**config.mk**
```make
export PLATFORM = sky130hd
export DESIGN_NAME = tx_frame_arbiter
export DESIGN_NICKNAME = d
export VERILOG_FILES = /design/src/rtl/tx_frame_pkg.sv /design/src/rtl/rr_arbiter.sv /design/src/rtl/tx_frame_arbiter.sv
export SDC_FILE = /design/constraint.sdc
export NUM_CORES = 1
export LEC_CHECK = 0
export ABC_AREA = 1
export CAP_MARGIN = 40
export CORE_ASPECT_RATIO = 1.25
export CORE_MARGIN = 2
export CORE_UTILIZATION = 54
export CTS_BUF_LIST = sky130_fd_sc_hd__clkbuf_2
export CTS_CLUSTER_SIZE = 30
export DETAILED_ROUTE_END_ITERATION = 16
export GPL_TIMING_DRIVEN = 0
export PLACE_DENSITY = 0.86
export SYNTH_ARGS = -nofsm -noshare
export SYNTH_HDL_FRONTEND = slang
export SYNTH_SLANG_ARGS = --single-unit
```
**constraint.sdc**
```tcl
create_clock -name clk -period 5.94 [get_ports clk]
set_input_delay 1.188 -clock clk [delete_from_list [all_inputs] [get_ports clk]]
set_output_delay 1.188 -clock clk [all_outputs]
set_load 0.01 [all_outputs]
```
**src/rtl/tx_frame_pkg.sv**
```systemverilog
// Shared framing constants, field widths and FSM state encoding for the
// multi-channel LocalLink TX frame arbiter.
package tx_frame_pkg;

    localparam logic [7:0]  HDR_MARK       = 8'hA5;
    localparam logic [7:0]  TRL_MARK       = 8'hE0;
    localparam logic [31:0] KEEPALIVE_WORD = 32'h5A00_0000;

    localparam int CHAN_W = 8;
    localparam int SEQ_W  = 16;
    localparam int CNT_W  = 16;

    typedef enum logic [2:0] {
        ST_IDLE,
        ST_HDR,
        ST_DATA,
        ST_TRL,
        ST_KEEP
    } state_e;

    function automatic logic [31:0] frame_word(input logic [7:0]  mark,
                                               input logic [7:0]  chan,
                                               input logic [15:0] field);
        return {mark, chan, field};
    endfunction

endpackage

```
**src/rtl/rr_arbiter.sv**
```systemverilog
// Round-robin request picker: first asserted request at or after the
// pointer, wrapping at NCH, returned as one-hot grant plus index.
module rr_arbiter #(
    parameter  int NCH = 4,
    localparam int IW  = (NCH > 1) ? $clog2(NCH) : 1
) (
    input  logic [NCH-1:0] req_i,
    input  logic [IW-1:0]  ptr_i,
    output logic [NCH-1:0] grant_o,
    output logic [IW-1:0]  idx_o,
    output logic           valid_o
);

    always_comb begin
        int c;
        grant_o = '0;
        idx_o   = '0;
        valid_o = 1'b0;
        c       = 0;
        for (int i = 0; i < NCH; i++) begin
            c = int'(ptr_i) + i;
            if (c >= NCH) c = c - NCH;
            if (!valid_o && req_i[c]) begin
                valid_o    = 1'b1;
                idx_o      = IW'(c);
                grant_o[c] = 1'b1;
            end
        end
    end

endmodule

```
**src/rtl/tx_frame_arbiter.sv**
```systemverilog
// Round-robin framer: drains NCH FWFT FIFOs onto one LocalLink TX stream as
// header/data/trailer bursts, with keepalive words on an idle link.
module tx_frame_arbiter
    import tx_frame_pkg::*;
#(
    parameter int WIDTH        = 32,
    parameter int NCH          = 4,
    parameter int MAX_BURST    = 256,
    parameter int IDLE_TIMEOUT = 1024
) (
    input  logic                 clk,
    input  logic                 rst_n,
    input  logic                 link_active,
    input  logic                 enable_i,
    output logic [WIDTH-1:0]     tx_d,
    output logic                 tx_src_rdy_n,
    input  logic                 tx_dst_rdy_n,
    input  logic [NCH*WIDTH-1:0] fifo_data_i,
    input  logic [NCH-1:0]       fifo_empty_i,
    output logic [NCH-1:0]       fifo_read_o,
    output logic [31:0]          frame_cnt_o,
    output logic                 abort_o
);

    localparam int IW = (NCH > 1) ? $clog2(NCH) : 1;
    localparam int TW = (IDLE_TIMEOUT > 1) ? $clog2(IDLE_TIMEOUT) : 1;
    localparam logic [TW-1:0]    IDLE_LAST = (IDLE_TIMEOUT > 0) ? TW'(IDLE_TIMEOUT - 1) : '0;
    localparam logic [CNT_W-1:0] BURST_MAX = CNT_W'(MAX_BURST);

    state_e             state_q;
    logic [IW-1:0]      sel_q;
    logic [NCH-1:0]     sel_oh_q;
    logic [IW-1:0]      rr_q;
    logic [CNT_W-1:0]   cnt_q;
    logic [SEQ_W-1:0]   seq_q;
    logic [TW-1:0]      idle_q;
    logic [WIDTH-1:0]   txd_q;
    logic               src_rdy_n_q;
    logic [31:0]        frame_cnt_q;
    logic               abort_q;

    logic [NCH-1:0]     arb_grant;
    logic [IW-1:0]      arb_idx;
    logic               arb_valid;
    logic               xfer, load_ok, word_ok, pop;
    logic [WIDTH-1:0]   sel_word;
    logic [7:0]         chan8;
    logic [IW-1:0]      rr_next;

    function automatic logic [WIDTH-1:0] mk_word(input logic [31:0] w);
        logic [WIDTH-1:0] r;
        r       = '0;
        r[31:0] = w;
        return r;
    endfunction

    rr_arbiter #(.NCH(NCH)) u_arb (
        .req_i   (~fifo_empty_i),
        .ptr_i   (rr_q),
        .grant_o (arb_grant),
        .idx_o   (arb_idx),
        .valid_o (arb_valid)
    );

    // The output register may take a new word when empty or when its word leaves now.
    assign xfer     = !src_rdy_n_q && !tx_dst_rdy_n;
    assign load_ok  = src_rdy_n_q || !tx_dst_rdy_n;
    assign word_ok  = !fifo_empty_i[sel_q] && (cnt_q < BURST_MAX);
    assign pop      = (state_q == ST_DATA) && link_active && load_ok && word_ok;
    assign sel_word = fifo_data_i[sel_q*WIDTH +: WIDTH];
    assign chan8    = CHAN_W'(sel_q);
    assign rr_next  = (sel_q == IW'(NCH - 1)) ? '0 : sel_q + 1'b1;

    // Pop is combinational so the FWFT word is captured on the same edge that pops it.
    assign fifo_read_o  = pop ? sel_oh_q : '0;
    assign tx_d         = txd_q;
    assign tx_src_rdy_n = src_rdy_n_q;
    assign frame_cnt_o  = frame_cnt_q;
    assign abort_o      = abort_q;

    always_ff @(posedge clk or negedge rst_n) begin
        if (!rst_n) begin
            state_q     <= ST_IDLE;
            sel_q       <= '0;
            sel_oh_q    <= '0;
            rr_q        <= '0;
            cnt_q       <= '0;
            seq_q       <= '0;
            idle_q      <= '0;
            txd_q       <= '0;
            src_rdy_n_q <= 1'b1;
            frame_cnt_q <= '0;
            abort_q     <= 1'b0;
        end else begin
            abort_q <= 1'b0;
            if (state_q != ST_IDLE && !link_active) begin
                // Link loss drops whatever is in flight; an open frame still consumes its seq slot.
                state_q     <= ST_IDLE;
                src_rdy_n_q <= 1'b1;
                idle_q      <= '0;
                if (state_q != ST_KEEP) begin
                    abort_q <= 1'b1;
                    seq_q   <= seq_q + 1'b1;
                    rr_q    <= rr_next;
                end
            end else begin
                case (state_q)
                    ST_IDLE: begin
                        if (link_active && enable_i && arb_valid) begin
                            sel_q    <= arb_idx;
                            sel_oh_q <= arb_grant;
                            idle_q   <= '0;
                            state_q  <= ST_HDR;
                        end else if (IDLE_TIMEOUT > 0 && link_active && idle_q == IDLE_LAST) begin
                            idle_q  <= '0;
                            state_q <= ST_KEEP;
                        end else if (src_rdy_n_q && idle_q != IDLE_LAST) begin
                            idle_q <= idle_q + 1'b1;
                        end
                    end
                    ST_HDR: begin
                        if (load_ok) begin
                            txd_q       <= mk_word(frame_word(HDR_MARK, chan8, seq_q));
                            src_rdy_n_q <= 1'b0;
                            cnt_q       <= '0;
                            state_q     <= ST_DATA;
                        end
                    end
                    ST_DATA: begin
                        if (load_ok) begin
                            src_rdy_n_q <= 1'b0;
                            if (word_ok) begin
                                txd_q <= sel_word;
                                cnt_q <= cnt_q + 1'b1;
                            end else begin
                                txd_q   <= mk_word(frame_word(TRL_MARK, chan8, cnt_q));
                                state_q <= ST_TRL;
                            end
                        end
                    end
                    ST_TRL: begin
                        if (xfer) begin
                            src_rdy_n_q <= 1'b1;
                            frame_cnt_q <= frame_cnt_q + 1'b1;
                            seq_q       <= seq_q + 1'b1;
                            rr_q        <= rr_next;
                            state_q     <= ST_IDLE;
                        end
                    end
                    ST_KEEP: begin
                        if (src_rdy_n_q) begin
                            txd_q       <= mk_word(KEEPALIVE_WORD);
                            src_rdy_n_q <= 1'b0;
                        end else if (xfer) begin
                            src_rdy_n_q <= 1'b1;
                            idle_q      <= '0;
                            state_q     <= ST_IDLE;
                        end
                    end
                    default: state_q <= ST_IDLE;
                endcase
            end
        end
    end

endmodule

```
==> results of run 1 <==
## state kept, by name, summed over array words and instances (netlist names), 2 cells and up
| signal | count |
|---|---|
| seq_q | 16 |
| frame_cnt_o | 32 |
| sel_oh_q | 4 |
| tx_d | 32 |
| rr_q | 2 |
| cnt_q | 16 |
| idle_q | 10 |
| state_q | 3 |
| sel_q | 2 |
## path summary, 6_finish.rpt
path	end	slack, ns	depth (start not counted)
setup / recovery	fifo_read_o[0]	1.53	9
hold / removal	tx_d[12]	0.32	1
setup reg to reg	sel_q[1]	3.45	11
hold reg to reg	idle_q[8]	0.50	2
max in group asynchronous	frame_cnt_o[6]	4.84	2
min in group clk	idle_q[8]	0.50	2
## through the flow
step	power, mW	hold WS, ns	std cells
2_1_floorplan	2.41	0.442	1036
3_3_place_gp	3.12	0.456	1416
3_5_place_dp	3.18	0.465	1417
4_1_cts	3.78	0.315	1449
5_1_grt	4.06	0.294	1450
6_report	3.80	0.324	1450
## power breakdown
| group | total (mW) | leakage, nW | internal, mW | switching, mW |
|---|---|---|---|---|
| registers | 1.16 | 1.54 | 1.01 | 0.158 |
| clock network | 0.591 | 0.148 | 0.270 | 0.322 |
| logic | 2.05 | 3.00 | 0.769 | 1.28 |
## worst max-delay path, delay by kind of cell
| family | cells | cell delay [ns] |
|---|---|---|
| AO/OA/AOI/OAI | 2 | 0.19 |
| AND/OR/NAND/NOR | 3 | 0.60 |
| buffers and inverters | 4 | 1.25 |
## routing by layer
| layer | vias up | global-route usage | share of wire |
|---|---|---|---|
| met5 | - | 0 | 0 |
| met4 | 0 | 0.177 | 0.039 |
| met3 | 76 | 0.0935 | 0.097 |
| met2 | 423 | 0.553 | 0.48 |
| met1 | 3866 | 0.386 | 0.38 |
| li1 | 3850 | - | - |
## kinds of logic (layout without fill, tap and decap cells)
group	Yosys count	in the layout
xor gates and xnor gates	50	50
other	0	1
AOI/OAI and AO/OA	172	172
DFF	119	119
and+or+nand+nor	552	552
buffers and inverters	134	372
adders and majority gates	9	9
## layout make-up
type | instances | area, um2
multi-input combinational | 783 | 4030
sequential | 119 | 2980
clock buffer | 17 | 85.1
buffer | 39 | 203
timing repair buffer | 206 | 2080
fill | 1083 | 3610
tap | 175 | 219
inverter | 95 | 359
antenna | 1 | 2.50
clock inverter | 15 | 185
## placed cells by master (no fill, tap or decap), types with 20 or more instances in the layout
| master | synthesis | final |
|---|---|---|
| nor3_1 | 24 | 24 |
| nand2_1 | 289 | 289 |
| nor2_1 | 106 | 106 |
| clkbuf_1 | 20 | 20 |
| a21oi_1 | 52 | 52 |
| nand4_1 | 27 | 27 |
| nand3_1 | 60 | 60 |
| xor2_1 | 37 | 37 |
| dfrtp_1 | 118 | 118 |
| inv_1 | 85 | 85 |
| clkdlybuf4s50_1 | 0 | 204 |
| o21ai_0 | 58 | 58 |
==> results.md, run 1 <==
- Most instantiated cells after synthesis: 289 x nand2_1, 118 x dfrtp_1, 106 x nor2_1, 85 x inv_1, 60 x nand3_1
- Crit path launch: fifo_empty_i[3]
- H-tree depth: 4
- Fin Setup TNS: 0 ns
- Layout cells sized above 1: 0.0777
- Largest net degree at the start of global routing: 91
- Row cnt: 48
- CP arrival: 3.23 ns
- HPWL Detailed: approximately 19000 um
- Area leader, netlist: dfrtp_1
- Startpoint Class: input port
- Final count of pins violating max slew: 0
- Share of the synthesized area in the top cell type: 0.390
- Setup WS post-layout: 1.53 ns
- First-pass GRT wire length: approximately 38000 um
- Ys Warns: 0
- Pwr per Cell Area: 375 mW/mm2
- Final Setup Violations: 0
- Peak supply drop: about 0.00017 V
- Register area share after synthesis: 0.393
- Post-synth cell types: 48
- Port buffer count: 205
- Placed Area: ~0.0099 mm2
- Simple-gate area share of the yosys netlist: 0.328
- Crit Path Class: in2out
- Io pins: 207
- Core area: 0.0138 mm2
- Slew margin rel.: 0.555
- Root buffer cell: clkbuf_2
- DRC: 0
- Largest family of logic cells by synthesized area: simple AND/OR/NAND/NOR gates
- ANT nets after route: 0
- Cts repair resizes: 0
- CTS Buffer Depth: 2
- CP required: 4.75 ns
- Reg2reg start: rr_q[1]
- Routability Congestion: 0.950
- XOR/XNOR Fraction of Synth Area: 0.0578
- Syn_nets: between 1000 and 1500
- CTS tree: done
- Routed via count: 8215
- Die Area: 0.0150 mm2
- Post-CTS Setup Repair Bufs: 0
- Synth Area in Compound Gates: 0.131
- Routed WL: 24800 um
- Worst path cell trace: clkdlybuf4s50_1, inv_1, a21oi_1, o21ai_1, nand3_1, inv_1, nand4_1, nor2_1, clkdlybuf4s50_1
- Antenna violations before repair: 1
- Worst-Margin Slew: 0.667 ns
- Crit. End Element: primary output
- Number of global-route vias before repair: slightly below 8000
- Post-synth EDFFs: 0
- Drt wl/cell: 17.1 um
- Most used flip-flop cell after synthesis: dfrtp_1
- Slowest-stage cell, CP: clkdlybuf4s50_1
- Post-route cell area: 0.0101 mm2
- Cts bufs inserted: 17
- Worst-path fanout max: 4
- Pre-CTS setup slack: 1.55 ns
- Final design utilization: 0.738
- Starting DRT DRC Count: 655
- Post-synthesis mux area share: 0
- Clk sink count: 119
- GRT Total Usage: 0.333
- Final hold vios: 0
- DIE HEIGHT: 136 um
- Initial Utilization: 0.551
- Hold buffer count at cts: 0
- Die width: 110 um
- Final nets: between 1000 and 1500
- Fmax: 227 MHz
- Adder-cell area share of the yosys netlist: 0.0149
- Final Skew: 0.0285 ns
- Clock Pin Slew Worst Setup and Hold Paths: 0.20 ns
- Most frequent cell after synthesis: nand2_1
- Ranking of synthesized cells by area: dfrtp_1 39%, nand2_1 14%, nor2_1 5.3%
- Max-cap violations: 0
- Synth Instances: 1036
- Status: complete, no violations
- Post-layout min period: 4.41 ns
- RSZ-0062 raised after global routing: no
- DR vias/cell: roughly 5.7
- Skew-Pair Late Insertion Delay: 0.69 ns
- Synthesized cell area: ~0.0076 mm2
- Max incr delay on CP: roughly 0.56 ns
- Avg Cell Area, Syn: 7.31 um2
- Worst Hold Class: in2async
- Asr flop ratio synth: 1.00
- Pleak: 4.69 nW
- Area Overhead vs Synth: 34.0%
- Gr ovfl total: 0
- Tcrit/Tclk final: 0.743
- 1st-pass router iterations: 7
- Synth Register Bits: 119
No activity file was read; power rests on OpenSTA's default activity.
==> inputs of run 2 (changes only) <==
- CORE_UTILIZATION: 54 -> 50
- PLACE_DENSITY: 0.86 -> 0.81
- clock period: 5.94 -> 4.5 ns (I/O delays scaled with it)
==> results.md, run 2 (synthesis gave the netlist of run 1 again) <==
- DIE HEIGHT: 142 um (was 136 um)
- Cts repair resizes: 0 (unchanged)
- Final cell count without fillers: 1455 (was 1450)
- ANT nets after route: 0 (unchanged)
- CP required: 3.60 ns (was 4.75 ns)
- Fillers: 1285 (was 1083)
- Placed insts: 1424 (was 1417)
- Fmax: 248 MHz
- CP arrival: 3.13 ns (was 3.23 ns)
- Routed via count: 8031 (was 8215)
- CTS Buffer Depth: 2 (unchanged)
- Pre-CTS setup slack: 0.658 ns (was 1.55 ns)
- Final nets: 1407 (unchanged)
- Routed WL: 24600 um (was 24800 um)
- Slew margin rel.: 0.549 (was 0.555)
- Final Setup Violations: 0 (unchanged)
- Die width: 114 um (was 110 um)
- Skew-Pair Late Insertion Delay: 0.70 ns (was 0.69 ns)
- Root buffer cell: clkbuf_2 (unchanged)
- Startpoint Class: register (was input port)
- Pwr per Cell Area: 491 mW/mm2 (was 375 mW/mm2)
- Max-cap violations: 0 (unchanged)
- First-pass GRT wire length: 38300 um (about the same)
- Gr ovfl total: 0 (unchanged)
- Final hold vios: 0 (unchanged)
- Setup WS post-layout: 0.471 ns (was 1.53 ns)
- Peak supply drop: 0.000241 V (was 0.000174 V)
- Clk sink count: 119 (unchanged)
- Core area: 0.0149 mm2 (was 0.0138 mm2)
- Port buffer count: 205 (unchanged)
- CTS tree: done (unchanged)
- Crit Path Class: reg2out (was in2out)
- Commonest non-fill, non-tap cell in the layout: nand2_1 (unchanged)
- 1st-pass router iterations: 5 (was 7)
- H-tree depth: 4 (unchanged)
- Hold buffer count at cts: 0 (unchanged)
- Post-CTS Setup Repair Bufs: 0 (unchanged)
- Number of global-route vias before repair: 7709 (was 7860)
- Antenna violations before repair: 1 (unchanged)
- Worst-path fanout max: 10 (was 4)
- Status: complete, no violations (unchanged)
- Die Area: 0.0162 mm2 (was 0.0150 mm2)
- Routability Congestion: 0.924 (was 0.950)
- HPWL Detailed: 19200 um (was 19100 um)
- RSZ-0062 raised after global routing: no (unchanged)
- Final Skew: 0.0340 ns (was 0.0285 ns)
- Crit. End Element: primary output (unchanged)
- Layout cells sized above 1: 0.0770 (was 0.0777)
- DR vias/cell: 5.52 (was 5.67)
- Drt wl/cell: 16.9 um (was 17.1 um)
- Worst-Margin Slew: 0.677 ns (was 0.667 ns)
- Initial Utilization: 0.509 (was 0.551)
- Clock Pin Slew Worst Setup and Hold Paths: 0.19 ns (was 0.20 ns)
- Starting DRT DRC Count: 604 (was 655)
- Largest net degree at the start of global routing: 70 (was 91)
- Tcrit/Tclk final: 0.895
- Area Overhead vs Synth: 33.8% (was 34.0%)
- Final design utilization: 0.681 (was 0.738)
- Reg2Reg Setup Slack: 2.04 ns (was 3.45 ns)
- Most frequent cells in the layout: 289 x nand2_1, 204 x clkdlybuf4s50_1, 118 x dfrtp_1, 106 x nor2_1, 85 x inv_1 (unchanged)
- Worst Hold Class: in2async (unchanged)
- Final count of pins violating max slew: 0 (unchanged)
- Cts bufs inserted: 17 (unchanged)
- GRT Total Usage: 0.302 (was 0.333)
- Io pins: 207 (unchanged)
- Post-layout min period: 4.03 ns
- Pleak: 4.69 nW (about the same)
- DRC: 0 (unchanged)
- Fin Setup TNS: 0 ns (unchanged)
- Row cnt: 50 (was 48)
## run 2: changes by cell type in the layout (fill, tap and decap cells not counted), sizes merged
cell	before	now
clkinvlp	4	1
clkbuf	37	38
## run 2: final timing paths
check / cells after the start / from / endpoint
max: 7 / state_q[2] / fifo_read_o[2]
min: 1 / rst_n / tx_d[13]
max reg2reg: 11 / rr_q[1] / sel_q[0]
min reg2reg: 1 / seq_q[15] / seq_q[15]
max in group asynchronous: 2 / rst_n / tx_src_rdy_n
min in group clk: 1 / seq_q[15] / seq_q[15]
## run 2: report_power, final
part | internal [mW] | switching [mW]
registers | 1.33 | 0.209
logic | 1.01 | 1.67
clock network | 0.353 | 0.407
## run 2: per-stage QoR
stage / area (um2) / total power, mW / hold slack (ns)
finish: 10100 / 4.98 / 0.0963
global placement: 9850 / 4.13 / 0.456
detailed placement: 9880 / 4.19 / 0.464
floorplan: 7570 / 3.18 / 0.442
global route: 10100 / 5.32 / 0.0964
CTS: 10100 / 4.96 / 0.0895
## run 2: worst max-delay path, stage by stage, from the launching register on
cell             delay [ns]
dfrtp_1                0.44
inv_2                  0.12
nand3_1                0.23
inv_1                  0.24
clkbuf_1               0.41
nand4_1                0.29
nor2_1                 0.15
clkdlybuf4s50_1        0.55
## run 2: per-layer routing
metal  wire length [um]  global-route usage  up-vias
met3               1940              0.0701       69
li1                   -                   -     3852
met5                  0                   0        -
met4                820               0.125        0
met2              12100               0.528      343
met1               9740               0.356     3767
## run 2: area by class of cell
cell class / count / area, um2 / area share
well taps: 182 / 228 / 0.0225
clock buffers: 18 / 90.1 / 0.00889
flip-flops and latches: 119 / 2980 / 0.294
diodes: 1 / 2.50 / 0.000247
repair buffers: 206 / 2080 / 0.205
inverters: 95 / 359 / 0.0354
clock inverters: 12 / 160 / 0.0158
plain buffers: 39 / 203 / 0.0200
multi-input cells: 783 / 4030 / 0.398
